## src/rtl/spi_frame_writer.sv

```systemverilog
// spi_frame_writer: samples SPI in the clk domain, assembles 16-bit pixel words and
// writes them to a double-buffered pixel RAM, flipping banks only on a complete frame.
module spi_frame_writer #(
  parameter int FRAME_WORDS = 2048,
  parameter int ADDR_BITS   = 11
) (
  input  logic                 clk,
  input  logic                 reset,
  input  logic                 spi_sclk,
  input  logic                 spi_mosi,
  input  logic                 spi_cs_n,
  output logic                 wr_en,
  output logic [ADDR_BITS-1:0] wr_addr,
  output logic [15:0]          wr_data,
  output logic                 wr_bank,
  output logic                 disp_bank,
  output logic                 frame_done,
  output logic                 frame_err
);
  typedef enum logic [1:0] {WAIT_IDLE, IDLE, RECEIVE, DISCARD} state_t;
  localparam logic [ADDR_BITS:0] LAST_WORD = (ADDR_BITS+1)'(FRAME_WORDS - 1);
  state_t              state;
  logic [2:0]          sclk_s, cs_s;
  logic [1:0]          mosi_s;
  logic                sclk_rise, cs_fall, cs_rise, mosi_bit;
  logic [3:0]          bit_cnt;
  logic [ADDR_BITS:0]  word_cnt;
  logic [15:0]         shift;
  logic                word_end, frame_end;
  assign word_end  = sclk_rise && bit_cnt == 4'd15;
  assign frame_end = word_end && word_cnt == LAST_WORD;
  assign disp_bank = ~wr_bank;
  // [0]=s1, [1]=s2, [2]=s3; edge strobes and the sampled bit are registered together
  always_ff @(posedge clk or posedge reset) begin
    if (reset) begin
      {sclk_s, cs_s, mosi_s} <= '0;
      {sclk_rise, cs_fall, cs_rise, mosi_bit} <= '0;
    end else begin
      sclk_s    <= {sclk_s[1:0], spi_sclk};
      cs_s      <= {cs_s[1:0], spi_cs_n};
      mosi_s    <= {mosi_s[0], spi_mosi};
      sclk_rise <= sclk_s[1] & ~sclk_s[2];
      cs_fall   <= ~cs_s[1] & cs_s[2];
      cs_rise   <= cs_s[1] & ~cs_s[2];
      mosi_bit  <= mosi_s[1];
    end
  end
  always_ff @(posedge clk or posedge reset) begin
    if (reset) begin
      state      <= WAIT_IDLE;
      bit_cnt    <= '0;
      word_cnt   <= '0;
      shift      <= '0;
      wr_en      <= 1'b0;
      wr_addr    <= '0;
      wr_data    <= '0;
      wr_bank    <= 1'b0;
      frame_done <= 1'b0;
      frame_err  <= 1'b0;
    end else begin
      wr_en      <= 1'b0;
      frame_done <= 1'b0;
      frame_err  <= 1'b0;
      case (state)
        WAIT_IDLE: if (cs_s[1]) state <= IDLE;
        IDLE: if (cs_fall) begin
          bit_cnt  <= '0;
          word_cnt <= '0;
          state    <= RECEIVE;
        end
        RECEIVE: begin
          if (sclk_rise) begin
            shift   <= {shift[14:0], mosi_bit};
            bit_cnt <= bit_cnt + 4'd1;
          end
          if (word_end) begin
            wr_en    <= 1'b1;
            wr_addr  <= word_cnt[ADDR_BITS-1:0];
            wr_data  <= {shift[14:0], mosi_bit};
            word_cnt <= word_cnt + 1'b1;
          end
          // a completing frame wins over a coincident CS release
          if (frame_end) begin
            frame_done <= 1'b1;
            wr_bank    <= ~wr_bank;
            state      <= cs_rise ? IDLE : DISCARD;
          end else if (cs_rise) begin
            frame_err <= 1'b1;
            state     <= IDLE;
          end
        end
        DISCARD: if (cs_rise) state <= IDLE;
        default: state <= WAIT_IDLE;
      endcase
    end
  end
endmodule

```

## config.mk

```make
export PLATFORM = sky130hd
export DESIGN_NAME = spi_frame_writer
export DESIGN_NICKNAME = d
export VERILOG_FILES = /design/src/rtl/spi_frame_writer.sv
export SDC_FILE = /design/constraint.sdc
export NUM_CORES = 1
export LEC_CHECK = 0
export CORE_UTILIZATION = 55
export CTS_BUF_LIST = sky130_fd_sc_hd__clkbuf_16
export DETAILED_ROUTE_END_ITERATION = 16
export PLACE_DENSITY_LB_ADDON = 0.15
export REMOVE_ABC_BUFFERS = 1
export SLEW_MARGIN = 20
export SYNTH_ARGS = -nofsm -noshare
export SYNTH_HDL_FRONTEND = slang
export SYNTH_SLANG_ARGS = --single-unit
```

## constraint.sdc

```tcl
create_clock -name clk -period 2.4 [get_ports clk]
set_input_delay 0.24 -clock clk [delete_from_list [all_inputs] [get_ports clk]]
set_output_delay 0.24 -clock clk [all_outputs]
set_load 0.02 [all_outputs]
```

# Word-level counts from Yosys, hierarchy flattened
# Index checks and enable logic that the tools add are counted.
[word_totals]
ff_bits = 76
out_inout_bits = 32
word_cells = 64
in_bits = 5
[classes]
n_addsub = 2
eq_ne = 9
bitwise = 7
n_mux = 19
n_reduce_logical = 10
[op_table]
columns = ["operator", "n"]
rows = [
  ["12-bit two-way mux", 2],
  ["12-bit case mux with 2 select lines", 1],
  ["12-bit by 1-bit adder with 12-bit output, second input constant", 1],
  ["12-bit by 11-bit equality test with 1-bit output, second input constant", 1],
  ["2-bit two-way mux", 5],
  ["4-bit two-way mux", 2],
  ["2-bit inequality test, second input constant", 4],
  ["2-bit case mux with 4 select lines", 1],
  ["4-bit case mux with 2 select lines", 1],
  ["2-bit AND reduction", 4],
  ["1-bit two-way mux", 7],
  ["3-bit AND reduction", 2],
  ["4-bit by 1-bit adder with 4-bit output, second input constant", 1],
  ["2-bit equality test, second input constant", 2],
  ["4-bit equality test, second input constant", 1],
  ["1-bit inverter", 4],
  ["1-bit AND", 3],
  ["2-bit by 1-bit equality test with 1-bit output, second input constant", 1],
  ["1-bit logical AND", 2],
  ["2-bit zero test", 1],
  ["2-bit nonzero test", 1],
]

# Logic depth before layout (Yosys ltp)
# Gate-level depths: netlist of the first run.
[depth]
word_depth = 5
ltp_mapped = 6
mapped_depth_nobuf = 5

# Worst setup path after synthesis of the first run
# No wires, ideal clock.
[synth_timing]
path_kind = "reg2reg"
from = "register bit_cnt[0]"
to = "register wr_addr[0]"
stages_incl_launch_ff = 6
t_required_ns = 2.275
period_less_slack_ns = 1.595
t_arrival_ns = 1.471
n_path_buf = 1
path_slack_ns = 0.805
setup_time_ns = 0.125
path_cell_list = "dfrtp_1 ha_1 nand3_2 nor2_4 buf_4 mux2_2"
[synth_between]
elab_chain_cells = 3
[synth_rtl]
columns = ["item", "line_no", "source"]
rows = [
  ["from (decl)", "26", "logic [3:0] bit_cnt;"],
  ["from (signal assigned)", "74", "bit_cnt <= bit_cnt + 4'd1;"],
  ["4-bit equality test", "30", "assign word_end = sclk_rise && bit_cnt == 4'd15;"],
  ["1-bit logical AND", "30", ""],
  ["2-bit AND reduction (no line)", "-", ""],
  ["to (signal assigned)", "78", "wr_addr <= word_cnt[ADDR_BITS-1:0];"],
  ["to (decl)", "13", "output logic [ADDR_BITS-1:0] wr_addr,"],
]
# No other way between the ends.
# A chain may end at the register's enable or synchronous reset.

# Worst setup path in the final report of the first run
[layout_timing]
from = "register bit_cnt[0]"
to = "register wr_data[11]"
[layout_between]
elab_chain_cells = 3
[layout_rtl]
columns = ["item", "line_no", "source"]
rows = [
  ["4-bit equality test", "30", ""],
  ["1-bit logical AND", "30", ""],
  ["2-bit AND reduction (no line)", "-", ""],
  ["to (signal assigned)", "79", "wr_data <= {shift[14:0], mosi_bit};"],
  ["to (decl)", "14", "output logic [15:0] wr_data,"],
]
# No other way between the ends.

==> out/metrics.csv, run 1 <==
metric;value;unit
status;completed;
worst_pin_slew;0.4649;ns
cp-startpoint;bit_cnt[0];
final_core_util;73.75;%
drt_first_pass_iters;4;
power.density;834.0;nW/um2
slew-limit-headroom;69.00;%
clockRootBuffer;clkbuf_16;
wirelength;5.403;mm
drv_cap;0;
synthToLayoutAreaGrowth;26.83;%
pin_count;37;
synth_cell_types;37;
post-dp-hpwl;3.304;mm
synth_top_family_by_area;simple AND/OR/NAND/NOR gates;
syn-cell-area;3027;um2
ys_seq_elements;76;
syn_inst;251;
cp_slowest_cell;dfrtp_1;
yosysTopAreaCellShare;62.84;%
num_rows;26;
critPathBufInv;1;
clock-sinks;76;
gp_congestion;0.7476;
switching_power;0.0006782;W
gr-usage-all-layers;21.26;%
setup_viol;0;
dr_total_vias;1988;
grt_pass1_vias;2033;
ctsHoldBuffers;0;
io_buffer_count;36;
clk_pin_slew;0.06;ns
path_cells;ha_1, nand3_2, nor2_4, buf_12, mux2_2;
cp.required;2.61;ns
synth-simple-area-share;17.69;%
p_comb_share;5.5;%
intPower;0.002523;W
synthTopCellsByArea;dfrtp_1 (63%), mux2_2 (10%), nand2_1 (6.7%), nor2_1 (1.7%), nand4_1 (1.4%);
min_period;1.871;ns
ys_seq_area_share;62.84;%
cts-resized-gates;0;
synthArstFlopShare;100.0;%
vias_per_cell;5.402;
drv_slew;0;
cp.arrival;2.08;ns
synth_area_leader_cell;dfrtp_1;
cp_max_fo;25;
power_frac_clock;50.6;%
cp-end-kind;flop;
fin_skew;0.004398;ns
max_freq;0.5345;GHz
design.die.area;5803;um2
fin_tns_setup;0;ns
clk_latency;0.33;ns
critical-path-top-delay-family;simple AND/OR/NAND/NOR gates;
clk_path_buf_depth;2;
grt_overflow;0;
post-route-period-util;77.95;%
max_stage_delay;0.40;ns
start_util;58.15;%
antenna_found_initial;0;
fp.coreArea;5205;um2
preCtsSetupSlack;0.5484;ns
synth-xor-area-share;2.315;%
synthAdderAreaFrac;0.8268;%
drc_errors;0;
placed_cell_area;3476;um2
finalInstanceArea;3839;um2
power_frac_seq;43.8;%
synth_ff_type;dfrtp_1;
drive_gt1_share;18.12;%
rsz0062_at_grt;false;
avgSynthCellArea;12.06;um2
grt_pass1_wl;9.425;mm
worst_slack;0.5291;ns
die_w;76.18;um
wl_per_cell;14.68;um
nets;300;
power_leakage;1.875;nW
htreeDepth;3;
peakVddDrop;0.5127;mV
antenna_cells;0;
critPathKind;flop to flop;
synthMuxAreaShare;11.08;%
ant_nets;0;
synth_edf_count;0;
synth_compound_area_share;2.604;%
reg2reg_from;bit_cnt[0];
nFillCells;343;
report.final.hold_viol_count;0;
start_kind;flop;
die_h;76.18;um
grt_max_degree;59;
drt_iter0_drc;116;
yosys_warnings;0;
cts_buffers;9;
hp-class;primary input to async pin;
switching_share;21.18;%
cts_setup_buffers;0;
cts_tree;yes;
state kept, by name, summed over array words and instances, names as in the netlist, 2 cells and up:
signal and count:
cs_s 3, mosi_s 2, sclk_s 3, wr_data 16, word_cnt 12, state 2
shift 15, bit_cnt 4, wr_addr 11
cell families (layout without fill, tap and decap cells):
group | count (synthesis) | in the layout
and+or+nand+nor | 106 | 106
buffers and inverters | 16 | 63
xor gates and xnor gates | 8 | 8
AOI/OAI and AO/OA | 13 | 13
DFF | 76 | 76
muxes | 30 | 30
adders and majority gates | 2 | 2
power groups by stage:
stage / clock [W] / combinational, W / sequential [W]
floorplan: 0 / 0.000130 / 0.00141
global placement: 0 / 0.000173 / 0.00142
detailed placement: 0 / 0.000181 / 0.00142
CTS: 0.00165 / 0.000181 / 0.00140
global route: 0.00169 / 0.000204 / 0.00141
finish: 0.00162 / 0.000178 / 0.00140
area by class of cell:
| class | instances | area [um2] | area share [%] |
|---|---|---|---|
| Clock inverter | 7 | 137.6 | 3.585 |
| Sequential cell | 76 | 1902 | 49.54 |
| Multi-Input combinational cell | 159 | 1045 | 27.22 |
| Timing Repair Buffer | 40 | 415.4 | 10.82 |
| Inverter | 7 | 26.28 | 0.6845 |
| Clock buffer | 9 | 225.2 | 5.867 |
| Tap cell | 70 | 87.58 | 2.282 |
synth_stat cells, types with 3 or more instances:
library cell and instances:
a21oi_1 4, buf_4 3, clkbuf_1 4, dfrtp_1 76, inv_1 7, mux2_2 28, nand2_1 54, nand3_1 6
nand4_1 7, nor2_1 14, nor2b_1 3, nor3_1 3, nor4_1 4, o21ai_0 5, xnor2_1 5, xor2_1 3
path summary, 6_finish.rpt:
path	to	slack (ns)	depth (start not counted)
worst min-delay path	cs_s[0]	0.22	2
min in group clk	cs_s[0]	0.35	1
max in group asynchronous	wr_data[14]	1.56	3
worst max-delay path	wr_data[11]	0.53	5
worst min register to register	mosi_bit	0.35	0
worst max register to register	wr_data[11]	0.53	5
layer usage:
| layer | vias to the layer above | global-route usage [%] | share of wire, % | wire length, um |
|---|---|---|---|---|
| met4 | 0 | 13.85 | 2.6 | 138 |
| met1 | 1003 | 27.18 | 46 | 2461 |
| li1 | 937 | - | - | - |
| met3 | 12 | 3.353 | 2.7 | 146 |
| met2 | 36 | 34.00 | 49 | 2657 |
| met5 | - | 0 | 0 | 0 |
worst register-to-register path, delay by kind of cell (launching register included):
kind	cells	cell delay, ns
mux	1	0.36
buf+inv	1	0.23
simple gates	2	0.53
fa+ha+maj	1	0.24
flops	1	0.40
layout by cell type (no fill, tap or decap), drive strengths merged, types with 2 or more instances in the layout:
| cell | instances |
|---|---|
| a21oi | 4 |
| and2 | 2 |
| and3b | 2 |
| buf | 4 |
| bufinv | 4 |
| clkbuf | 9 |
| clkdlybuf4s50 | 36 |
| clkinv | 2 |
| dfrtp | 76 |
| ha | 2 |
| inv | 8 |
| mux2 | 28 |
| mux2i | 2 |
| nand2 | 54 |
| nand2b | 2 |
| nand3 | 7 |
| nand3b | 2 |
| nand4 | 7 |
| nor2 | 15 |
| nor2b | 3 |
| nor3 | 3 |
| nor4 | 5 |
| o21ai | 5 |
| xnor2 | 5 |
| xor2 | 3 |
metrics by stage:
step                hold WS, ns  cells  power, W
floorplan                0.2714    242  0.001537
global placement         0.3324    352  0.001595
detailed placement       0.3365    352  0.001606
CTS                      0.2212    368  0.003229
global route             0.2674    368  0.003305
finish                   0.2168    368  0.003201
No activity file was read; power rests on OpenSTA's default activity.
==> inputs of run 2 (changes only) <==
clock period = 1.8 ns   (was 2.4 ns; I/O delays follow)
==> run 2 against run 1 <==
Effect of this change:
- utilization is 0.12 points lower
- design area is 0.16% lower
- clock power is 15% higher
- routed wire length is 1.4% higher
- sequential share of layout area is 0.081 points higher
- non-clock buffer count is 7 higher
- clock-buffer cell count stayed put
- worst setup slack worse by 0.42 ns
- worst hold slack better by 0.077 ns
- largest cell class unchanged
==> out/metrics.csv, run 2 (synthesized netlist as in run 1, its figures left out) <==
metric;value;unit;change
max_freq;0.5900;GHz;was 0.5345 GHz
dp_cells;359;;was 352
antenna_cells;0;;unchanged
clockRootBuffer;clkbuf_16;;unchanged
post-route-period-util;94.16;%;was 77.95%
power_frac_seq;45.5;%;was 43.8%
rsz0062_at_grt;false;;unchanged
cts_tree;yes;;unchanged
worst_pin_slew;0.4904;ns;was 0.4649 ns
cp.arrival;1.90;ns;was 2.08 ns
post-dp-hpwl;3.588;mm;was 3.304 mm
dr_total_vias;1943;;was 1988
cts_buffers;9;;unchanged
critical-path-top-delay-family;flip-flops;;was simple AND/OR/NAND/NOR gates
nFillCells;357;;was 343
status;completed;;unchanged
report.final.hold_viol_count;0;;unchanged
grt_pass1_vias;1897;;was 2033
nets;307;;was 300
critPathBufInv;1;;unchanged
wl_per_cell;14.60;um;was 14.68 um
grt_max_degree;40;;was 59
cp_slowest_cell;dfrtp_1;;unchanged
intPower;0.003115;W;was 0.002523 W
power_leakage;1.874;nW;was 1.875 nW
die_w;76.18;um;unchanged
start_kind;flop;;unchanged
reg2reg_to;wr_addr[7];;was wr_data[11]
switching_share;22.71;%;was 21.18%
drive_gt1_share;20.00;%;was 18.12%
path_cells;ha_1, nand3_2, nor2_4, buf_4, mux2_2;;was ha_1, nand3_2, nor2_4, buf_12, mux2_2
cts_setup_buffers;0;;unchanged
vias_per_cell;5.181;;was 5.402
io_buffer_count;36;;unchanged
design.die.area;5803;um2;unchanged
grt_pass1_wl;9.397;mm;was 9.425 mm
clk_pin_slew;0.06;ns;about the same
power.density;1052;nW/um2;was 834.0 nW/um2
instances_no_fill;375;;was 368
min_period;1.695;ns;was 1.871 ns
cp_max_fo;12;;was 25
ctsHoldBuffers;0;;unchanged
slew-limit-headroom;67.31;%;was 69.00%
ant_nets;0;;unchanged
r2r.worst_path.cells;5;;unchanged
rrSetupSlack;0.11;ns;was 0.53 ns
preCtsSetupSlack;0.09871;ns;was 0.5484 ns
finalInstanceArea;3832;um2;was 3839 um2
die_h;76.18;um;unchanged
clock-sinks;76;;unchanged
drt_first_pass_iters;5;;was 4
clk_latency;0.33;ns;about the same
cts-resized-gates;0;;unchanged
drc_errors;0;;unchanged
wirelength;5.476;mm;was 5.403 mm
multi_input_area;1045;um2;unchanged
p_comb_share;8.1;%;was 5.5%
antenna_found_initial;0;;unchanged
seqCellArea;1902;um2;unchanged
switching_power;0.0009153;W;was 0.0006782 W
gr-usage-all-layers;21.57;%;was 21.26%
fp.coreArea;5205;um2;unchanged
setup_viol;0;;unchanged
largest_register_ffs;16;;unchanged
fin_skew;0.004020;ns;was 0.004398 ns
drv_slew;0;;unchanged
drt_iter0_drc;70;;was 116
num_rows;26;;unchanged
htreeDepth;3;;unchanged
top_register;wr_data;;unchanged
layout_commonest_cell;dfrtp_1;;unchanged
peakVddDrop;0.7997;mV;was 0.5127 mV
max_stage_delay;0.41;ns;was 0.40 ns
placed_cell_area;3516;um2;was 3476 um2
synthToLayoutAreaGrowth;26.62;%;was 26.83%
drv_cap;0;;unchanged
start_util;58.15;%;unchanged
hp-class;primary input to async pin;;unchanged
power_frac_clock;46.3;%;was 50.6%
reg2reg_from;bit_cnt[0];;unchanged
clk_path_buf_depth;2;;unchanged
pin_count;37;;unchanged
cp-end-kind;flop;;unchanged
critPathKind;flop to flop;;unchanged
cp.required;2.01;ns;was 2.61 ns
fin_tns_setup;0;ns;unchanged
grt_overflow;0;;unchanged
layout_common_cells;dfrtp_1 (76), nand2_1 (54), clkdlybuf4s50_1 (36), mux2_2 (28), nor2_1 (14);;unchanged
gp_congestion;0.7837;;was 0.7476
top_regs;wr_data x16, shift x15, word_cnt x12;;unchanged
worst_slack;0.1051;ns;was 0.5291 ns
-- run 2: changes by cell type in the layout (fill, tap and decap cells not counted), sizes merged --
cell and change:
inv -1, buf +7, clkinvlp +3, bufinv -2
-- run 2: final cells by class --
cell class	instances	area share [%]
clock inverters	7	2.383
inverters	7	0.6856
clock buffers	9	5.877
flip-flops and latches	76	49.62
repair buffers	47	11.88
multi-input cells	159	27.26
well taps	70	2.285
-- run 2: worst max path at each step --
stage / startpoint / to / slack, ns / cells past startpoint
floorplan: reset / bit_cnt[0] / -0.32 / 1
global placement: bit_cnt[0] / wr_addr[5] / 0.20 / 5
detailed placement: bit_cnt[0] / wr_addr[7] / 0.1 / 5
CTS: bit_cnt[0] / wr_addr[7] / 0.1 / 5
global route: bit_cnt[0] / wr_addr[7] / 0.01 / 5
finish: bit_cnt[0] / wr_addr[7] / 0.11 / 5
-- run 2: layer usage --
metal / vias to the layer above / routed length (um) / global-route usage [%]
met5: - / 0 / 0
met4: 0 / 53 / 12.31
met3: 5 / 212 / 3.593
met2: 37 / 2646 / 32.82
met1: 956 / 2563 / 29.65
li1: 945 / - / -
-- run 2: power by group through the flow --
stage	sequential, W	combinational, W	clock (W)
2_1_floorplan	0.00188	0.000173	0
3_3_place_gp	0.00186	0.000315	0
3_5_place_dp	0.00186	0.000327	0
4_1_cts	0.00183	0.000329	0.00191
5_1_grt	0.00184	0.000366	0.00198
6_report	0.00184	0.000327	0.00187
-- run 2: tightest hold or removal path: stages --
cell and delay (ns):
clkdlybuf4s50_1 0.42, inv_2 0.06, buf_4 0.39
-- run 2: per-stage QoR --
step                util, %  hold WS, ns  total power, W
floorplan                 -       0.2114        0.002050
detailed placement    67.55       0.3370        0.002188
finish                73.63       0.2938        0.004031
global route          73.63       0.2984        0.004190
CTS                   73.63       0.2871        0.004073
global placement      67.55       0.3332        0.002173
==> patch 1: new RTL, flow settings as in run 1 <==
Reset style: synchronous (`reset`), changed in 2 clocked blocks.
--- a/src/rtl/spi_frame_writer.sv
+++ b/src/rtl/spi_frame_writer.sv
@@ -32,5 +32,5 @@
   assign disp_bank = ~wr_bank;
   // [0]=s1, [1]=s2, [2]=s3; edge strobes and the sampled bit are registered together
-  always_ff @(posedge clk or posedge reset) begin
+  always_ff @(posedge clk) begin
     if (reset) begin
       {sclk_s, cs_s, mosi_s} <= '0;
@@ -46,5 +46,5 @@
     end
   end
-  always_ff @(posedge clk or posedge reset) begin
+  always_ff @(posedge clk) begin
     if (reset) begin
       state      <= WAIT_IDLE;
Formal check against the unedited RTL: differs if reset is asserted again (counterexample within 10 cycles, from zero or initial values and one cycle with reset high); with reset held inactive, the same outputs for 10 cycles.
==> patch 1 against run 1 <==
Area after synthesis shrank 9.2%. Sequential cell count is the same. Setup slack gained 0.058 ns. Utilization shrank 0.54 points. Sequential share of layout area shrank 5.8 points. Critical path depth grew 1. Clock skew is essentially flat. Final cell count grew 17%. Global-route usage grew 2.3 points. Wire length shrank 0.28%. Design area shrank 9.3%. Largest cell class unchanged.
Power is not compared: it rests on default switching activity, and its combinational part moved more than twofold at a synthesized area within 25%.
==> patch 1: results (changes against run 1) <==
| Metric | Value |
|---|---|
| Placed cell count | 415 (+18%) |
| Crit path largest cell delay | 0.50 ns (+0.10 ns) |
| Met3 routed WL | 240 microns (+64%) |
| Max_slew headroom | 0.5448 (-0.1452) |
| DR vias/cell | 5.230 (-3.2%) |
| Largest cells by area after synthesis | dfxtp_1, nand2_1, a21oi_1 |
| Worst Hold Path EP | sclk_rise$_SDFF_PP0_ |
| Met1 GRT Util | 0.2616 (-0.01019) |
| Hold_ws | 0.3807 ns (+0.1639 ns) |
| Worst reg2reg path depth | 6 (+1) |
| 1st-iter DRT viols | 152 (+31%) |
| Pre-CTS WS | 0.5856 ns (+0.03721 ns) |
| Async S/R FF share, synth | 0 (-1.000) |
| CP Launch Point | bit_cnt[0]$_SDFFE_PP0P_ |
| Most instantiated cells after synthesis | nand2_1, dfxtp_1, a21oi_1 |
| Met3 Use GR | 0.05939 (+0.02586) |
| Pin count of the biggest net entering global routing | 64 (+8.5%) |
| Post-layout util | 0.7321 (-0.005395) |
| M2 GR Usage | 0.4091 (+0.06914) |
| Post-Place Cell Area | 3167 sq um (-8.9%) |
| # fillers | 397 (+16%) |
| CP endpoint | word_cnt[11]$_SDFFE_PP0P_ |
| Worst path slowest cell | or4_1 |
| Fin cells | 431 (+17%) |
| Outcome | completed |
| First-pass GRT wire length | 9432 microns (about the same) |
| Detailed placement HPWL | 3279 microns (-0.76%) |
| Wire per inst | 12.50 microns (-15%) |
| FMAX | 0.5516 GHz (+3.2%) |
| Placer Congestion | 0.8477 (+13%) |
| Final Skew | 0.004305 ns (-0.00009260 ns) |
| Cell Int Power | 0.002187 W |
| Final layout net count | 366 (+22%) |
| Crit path max fanout | 15 (-40%) |
| Post-synthesis cell type count | 39 (+5.4%) |
| Reg2reg setup slack | 0.59 ns (+0.06 ns) |
| Vias in the first global route | 2176 (+7.0%) |
==> patch 1: cell count changes after synthesis, sizes merged, moves of 6 or more <==
cell and delta:
a21oi +51, mux2 -28, nor2b +9, nand2 +40, dfxtp +76, clkbuf +6
dfrtp -76
==> patch 1: final cells by class <==
| class | count | area [sq um] | share of cell area |
|---|---|---|---|
| clock buffer | 9 | 225.2 | 0.06470 |
| timing repair buffer | 41 | 405.4 | 0.1165 |
| tap | 67 | 83.83 | 0.02408 |
| clock inverter | 7 | 88.84 | 0.02552 |
| sequential | 76 | 1521 | 0.4371 |
| multi-input combinational | 229 | 1149 | 0.3300 |
| inverter | 2 | 7.507 | 0.002157 |
==> patch 1: kinds of logic (layout without fill, tap and decap cells) <==
family | count (synthesis) | count (layout) | synth area share
adders and majority gates | 2 | 2 | 0.009102
DFF | 76 | 76 | 0.5535
AOI/OAI and AO/OA | 67 | 67 | 0.1302
xor gates and xnor gates | 4 | 4 | 0.01275
buffers and inverters | 19 | 59 | 0.02868
and+or+nand+nor | 156 | 156 | 0.2658
==> patch 2: new RTL, settings of run 1 <==
Made on the original files. The parameter `ADDR_BITS` goes from 11 to 10.
--- a/src/rtl/spi_frame_writer.sv
+++ b/src/rtl/spi_frame_writer.sv
@@ -3,5 +3,5 @@
 module spi_frame_writer #(
   parameter int FRAME_WORDS = 2048,
-  parameter int ADDR_BITS   = 11
+  parameter int ADDR_BITS   = 10
 ) (
   input  logic                 clk,
Interface: changed (resized wr_addr); port bits go from 37 to 36. The function was not compared with the original's and may differ.
==> patch 2 against run 1 <==
Area after synthesis shrank 3.8%. Setup slack lost 0.20 ns. Count of clock-buffer cells in the layout is the same. Total power shrank 9.1%. Wire length is essentially flat. Sequential cell count shrank 2. Design area shrank 4.3%. Via count shrank 1.4%.
==> patch 2: results (changes against run 1) <==
| Metric | Value |
|---|---|
| Psw | 0.0007087 W (+4.5%) |
| Ant. Diodes | 0 (unchanged) |
| Total Routing Usage GR | 0.2260 (+0.01342) |
| Met3 Use GR | 0.05221 (+0.01868) |
| Routed WL | 5399 microns (about the same) |
| Post-Synthesis Cells | 260 (+3.6%) |
| Placed cell count | 363 (+3.1%) |
| Vias in the first global route | 1946 (-4.3%) |
| Post-Place Cell Area | 3371 sq um (-3.0%) |
| Regs by FF count | wr_data (16), shift (15), word_cnt (11) |
| Met1 GRT Util | 0.2963 (+0.02448) |
| Wire per inst | 14.25 microns (-3.0%) |
| Final Skew | 0.004306 ns (-0.00009182 ns) |
| Worst path slowest cell | inv_2 |
| M2 GR Usage | 0.3554 (+0.01536) |
| Crit path largest cell delay | 0.43 ns (+0.03 ns) |
| Crit path max fanout | 27 (+8.0%) |
| Pre-CTS WS | 0.3571 ns (-0.1913 ns) |
| Reg area | 1852 sq um (-2.6%) |
| #FFs+latches synth | 74 (-2.6%) |
| 1st-iter DRT viols | 109 (-6.0%) |
| Clock transition at path regs | 0.06 ns (about the same) |
| Share of cells above drive strength 1 | 0.1618 (-0.01940) |
| Reg2reg setup slack | 0.33 ns (-0.20 ns) |
| Part of the power in registers | 0.475 (+0.037) |
| Placer Congestion | 0.8938 (+20%) |
| Largest cells by area after synthesis | dfrtp_1, nand2_1, mux2_2 |
| Register area share after synthesis | 0.6360 (+0.007653) |
| Pin count of the biggest net entering global routing | 28 (-53%) |
| Metal-1 WL | 2602 microns (+5.7%) |
| Xor/xnor share of the synthesized area | 0.01805 (-0.005101) |
| Proportion of synthesized area in mux cells | 0.06145 (-0.04934) |
| FMAX | 0.4827 GHz (-9.7%) |
| Met3 routed WL | 244 microns (+67%) |
| Final layout net count | 311 (+3.7%) |
| Comb. pwr | 0.000190 W (+7%) |
| Worst vdd ir | 0.0004840 V (-5.6%) |
| Hold_ws | 0.2293 ns (+0.01258 ns) |
| # fillers | 379 (+10%) |
| Most instantiated cells after synthesis | nand2_1, dfrtp_1, mux2_2 |
| DR vias/cell | 5.174 (-4.2%) |
| Slew @ Worst Pin | 0.6447 ns (+0.1798 ns) |
| Post-synthesis cell type count | 36 (-2.7%) |
| Postcts setup bufs | 0 (unchanged) |
| # port buffers | 35 (-2.8%) |
| Outcome | completed |
| Detailed placement HPWL | 3544 microns (+7.3%) |
| Post-Synth Adder-Cell Area | 0.008595 (+0.0003269) |
| WL met2 | 2486 microns (-6.4%) |
[patch 2: cell type report]
type                       instances  area share
inverter                           6    0.006131
timing repair buffer              41      0.1110
sequential                        74      0.5041
tap                               70     0.02384
multi-input combinational        172      0.2725
clock inverter                     7     0.02112
clock buffer                       9     0.06131
[patch 2: worst paths after layout]
kind | from | endpoint | cells after the start
max | bit_cnt[0]$_DFFE_PP0P_ | word_cnt[10]$_DFFE_PP0P_ | 6
min in group clk | sclk_s[0]$_DFF_PP0_ | sclk_s[1]$_DFF_PP0_ | 0
max reg2reg | bit_cnt[0]$_DFFE_PP0P_ | word_cnt[10]$_DFFE_PP0P_ | 6
min | reset | cs_s[0]$_DFF_PP0_ | 2
max in group asynchronous | reset | wr_addr[3]$_DFFE_PP0P_ | 3
min reg2reg | sclk_s[0]$_DFF_PP0_ | sclk_s[1]$_DFF_PP0_ | 0
